<file path="src/rtl/mul_execute_unit.sv">
// EX-stage iterative shift-add multiplier returning the low XLEN bits of A*B.
// Holds the pipeline through stall_o while the product is formed over XLEN/STEP cycles.
module mul_execute_unit #(
  parameter int         XLEN   = 32,
  parameter int         STEP   = 1,
  parameter logic [3:0] MUL_OP = 4'b1110
) (
  input  logic            clk,
  input  logic            reset,
  input  logic            valid_i,
  input  logic [3:0]      ALU_Operation_i,
  input  logic            flush_i,
  input  logic [XLEN-1:0] A_i,
  input  logic [XLEN-1:0] B_i,
  output logic            stall_o,
  output logic            busy_o,
  output logic            done_o,
  output logic [XLEN-1:0] result_o
);

  localparam int N     = XLEN / STEP;
  localparam int CNT_W = (N > 1) ? $clog2(N) : 1;
  localparam logic [CNT_W-1:0] LAST_CNT = CNT_W'(N - 1);

  typedef enum logic [1:0] {IDLE, BUSY, DONE} state_t;

  state_t            state, state_next;
  logic [XLEN-1:0]   acc, mcand, mplier;
  logic [XLEN-1:0]   acc_step, mcand_step, mplier_step;
  logic [CNT_W-1:0]  cnt;
  logic              start;
  logic              last_step;

  assign start     = valid_i && (ALU_Operation_i == MUL_OP) && !flush_i;
  assign last_step = (cnt == LAST_CNT);

  // Retire STEP multiplier bits, LSB first, in one cycle.
  // NOTE: blocking assignments chain the partial results through the loop within the
  // cycle; every variable gets a default first so no latch is inferred.
  always_comb begin
    acc_step    = acc;
    mcand_step  = mcand;
    mplier_step = mplier;
    for (int i = 0; i < STEP; i++) begin
      if (mplier_step[0]) acc_step = acc_step + mcand_step;
      mcand_step  = mcand_step << 1;
      mplier_step = mplier_step >> 1;
    end
  end

  always_ff @(posedge clk) begin
    if (reset) state <= IDLE;
    else       state <= state_next;
  end

  always_comb begin
    state_next = state;
    case (state)
      IDLE:    if (start) state_next = BUSY;
      BUSY: begin
        if (flush_i)        state_next = IDLE;
        else if (last_step) state_next = DONE;
      end
      DONE:    state_next = IDLE;
      default: state_next = IDLE;
    endcase
  end

  always_comb begin
    stall_o = 1'b0;
    busy_o  = 1'b0;
    done_o  = 1'b0;
    case (state)
      IDLE:    stall_o = start;
      BUSY: begin
        stall_o = 1'b1;
        busy_o  = 1'b1;
      end
      DONE:    done_o = 1'b1;
      default: ;
    endcase
  end

  // result_o is loaded on the edge into DONE, so it is already valid while done_o is high.
  always_ff @(posedge clk) begin
    if (reset) begin
      acc      <= '0;
      mcand    <= '0;
      mplier   <= '0;
      cnt      <= '0;
      result_o <= '0;
    end else begin
      case (state)
        IDLE: if (start) begin
          mcand  <= A_i;
          mplier <= B_i;
          acc    <= '0;
          cnt    <= '0;
        end
        BUSY: begin
          acc    <= acc_step;
          mcand  <= mcand_step;
          mplier <= mplier_step;
          cnt    <= cnt + CNT_W'(1);
          if (last_step && !flush_i) result_o <= acc_step;
        end
        default: ;
      endcase
    end
  end

endmodule

</file>
<file path="config.mk">
export PLATFORM = sky130hd
export DESIGN_NAME = mul_execute_unit
export DESIGN_NICKNAME = d
export VERILOG_FILES = /design/src/rtl/mul_execute_unit.sv
export SDC_FILE = /design/constraint.sdc
export NUM_CORES = 1
export LEC_CHECK = 0
export ABC_AREA = 1
export BUFFER_PORTS_ARGS = -buffer_cell sky130_fd_sc_hd__buf_2
export CORE_MARGIN = 1
export CORE_UTILIZATION = 55
export DETAILED_ROUTE_END_ITERATION = 7
export PLACE_DENSITY = 0.83
export RECOVER_POWER = 25
export SLEW_MARGIN = 30
export SYNTH_ARGS = -nofsm -noshare
export SYNTH_HDL_FRONTEND = slang
export SYNTH_SLANG_ARGS = --single-unit
</file>
<file path="constraint.sdc">
create_clock -name clk -period 4.8 [get_ports clk]
set_input_delay 0.72 -clock clk [delete_from_list [all_inputs] [get_ports clk]]
set_output_delay 0.72 -clock clk [all_outputs]
set_load 0.01 [all_outputs]
</file>
==> reports/metrics.cfg <==
[worst_setup_path]
crit_required_ns=4.08
crit_buf_inv=3
cp_top_family=buffers and inverters
ff2ff_path_depth=7
worstSetupEndpointType=output pin
critPathMostFrequentCell=inv_1
worstSetupPathType=flop to output pin
cp-start-kind=flop
path_depth=5
slowest_delay_ns=1.10
worstPathCellList=nand2_1 -> inv_1 -> nor2_1 -> inv_1 -> buf_2
cp_slowest_cell=inv_1
path_max_fanout=46
cp.arrival_ns=2.75

[power]
power_density_nw_per_um2=281
p_clk_share_pct=52.9
internal_power_w=0.00198
p_comb_share_pct=3.0
p_leak_nw=4.24
ir_worst_vdd_mv=0.246
switching_power_w=0.000581
pwr-share-seq_pct=44.1
p_sw_share_pct=22.7

[synth]
synth_xor_area_share_pct=1.64
synth_area_leaders=dfxtp_1, nand2_1, inv_1, ha_1, a31oi_1
synth_top_area_cell=dfxtp_1
synth-simple-area-share_pct=36.5
ys_types=36
synth_edf_count=0
synth-compound-area-share_pct=11.8
synthArstFlopShare_pct=0
ys.flop_type=dfxtp_1
synthCells=1290
yosysSeqAreaShare_pct=33.7
synth.area.mux_share_pct=0
ys_warn_count=0
syn_area_per_cell_um2=6.21
yosysTopAreaCellShare_pct=33.7
synth_fa_ha_area_share_pct=5.41
synth_top_family_by_area=simple AND/OR/NAND/NOR gates
syn-num-nets=1396
syn-cell-area_um2=8010
ys_seq_elements=135

[sta]
fmax_mhz=288
period_needed_ns=3.47
hold_viol_final=0
finalSetupTns_ns=0
drv_slew=0
worstMarginPinSlew_ns=1.49
rsz0062_at_grt=false
period_share_pct=72.3
relSlewSlack_pct=0.734
fin_skew_ns=0.00933
setup_violations=0

[routing]
routed_wl_um=20400
dr.pass1.iters=6
route.vias.total=8039
antenna_left=0
wl_per_cell_um=13.1
drc=0
routed_via_density=5.15
dr.first_iter.drc_count=611

[outcome]
status=complete, but fails checks
violations=capacitance limit

[floorplanning]
die-area_um2=15000
die_h_um=123
fp.dieW_um=123
core-area_um2=14000
num_io_pins=107
start_util_pct=57.0
rows=43

[worst_hold_path]
hold_depth=2
hold_class=flop to flop

[clock_network]
root_buffer=clkbuf_16
cts_setup_buffers=0
cts_resized=0
clkTransAtPathRegs_ns=0.06
cts.htree.levels=4
hold_buffers=0
numCtsBuffers=17
cts_num_sinks=135
clk_latency_ns=0.43
clk_path_buf_depth=2
cts_tree=built

[flow_run]
drv_cap=1

[placed_design]
io_buffers=106
dp.cells=1529
hpwl_um=14300
gp_congestion=0.934

[global_route]
grt_pass1_vias=7459
antenna_found_initial=0
overflow=0
grt_first_pass_wirelength_um=34300
grt_start_max_net_pins=98
grtUsageTotal_pct=29.0

[final_layout]
n_antenna_cell=0
layout.nets=1474
layout.cells.non_filler=1561
drive_gt1_share_pct=10.1
syn2layout_area_growth_pct=13.7
n_fill_cell=1352

power by group through the flow:
stage	sequential [W]	clock (W)	combinational [W]
2_1_floorplan	0.00115	0	0.0000394
3_3_place_gp	0.00115	0	0.0000772
3_5_place_dp	0.00115	0	0.0000767
4_1_cts	0.00113	0.00136	0.0000770
5_1_grt	0.00113	0.00141	0.0000843
6_report	0.00113	0.00136	0.0000774
routing by layer:
metal	part of all wire (%)	vias up	wire, µm	track usage [%]
met5	0	-	0	0
met4	2.1	0	423	8.99
met3	6.0	34	1220	6.83
met2	46	249	9410	47.2
met1	46	3575	9360	37.8
li1	-	4181	-	-
per-stage QoR:
stage / utilization [%] / hold WS, ns / power (W) / worst slack (ns) / instance area (µm²)
floorplan: - / 0.439 / 0.00119 / 2.70 / 8010
global placement: 60.9 / 0.452 / 0.00123 / 2.42 / 8550
detailed placement: 60.9 / 0.470 / 0.00123 / 2.38 / 8550
CTS: 65.2 / 0.479 / 0.00257 / 2.10 / 9150
global route: 64.8 / 0.499 / 0.00263 / 1.13 / 9100
finish: 64.8 / 0.477 / 0.00256 / 1.33 / 9100
state kept, by name (all words and copies together) (netlist names):
register	flops
acc	32
mcand	32
mplier	32
result_o	32
cnt	5
state	2
kinds of logic after synthesis:
kind of cell               Yosys count
xor gates and xnor gates            15
buffers and inverters              213
DFF                                135
AOI/OAI and AO/OA                  166
adders and majority gates           34
and+or+nand+nor                    727
area by class of cell:
cell class	count	area, µm²	area share, %
Clock buffer	19	433	4.76
Clock inverter	13	170	1.87
Inverter	159	597	6.56
Multi-Input combinational cell	942	4430	48.6
Sequential cell	135	2700	29.7
Tap cell	180	225	2.47
Timing Repair Buffer	113	548	6.02
worst reg2reg max path, stage by stage, from the launching register on:
cell     delay, ns
dfxtp_1       0.40
inv_1         0.08
nand2_1       0.15
inv_1         0.66
nor2_1        0.42
buf_6         0.61
nand2_1       0.16
a21oi_1       0.19
cell usage after synthesis (all sizes together) (2+ instances only):
library cell  number
ha                33
nand2            544
inv              158
a21o               5
nand3b             3
nor2              95
o21ai             34
a21oi             60
dfxtp            135
clkbuf            30
nor3               9
or2               16
a31oi             64
xnor2             15
buf               24
and3               2
nand3             57
worst paths after layout:
path	from	endpoint	slack [ns]
hold / removal	mplier[19]	mplier[19]	0.48
hold reg to reg	mplier[19]	mplier[19]	0.48
setup reg to reg	state[1]	acc[17]	2.04
setup / recovery	state[0]	stall_o	1.33
cells in the final DEF (no fill, tap or decap), types with 30 or more instances in the layout:
master / count
ha_1: 33
a21oi_1: 57
buf_2: 72
inv_1: 157
a31oi_1: 64
nor2_1: 94
nand2_1: 541
o21ai_0: 30
dfxtp_1: 135
nand3_1: 54
clkbuf_1: 35
Power figures use the tool's default switching activity.
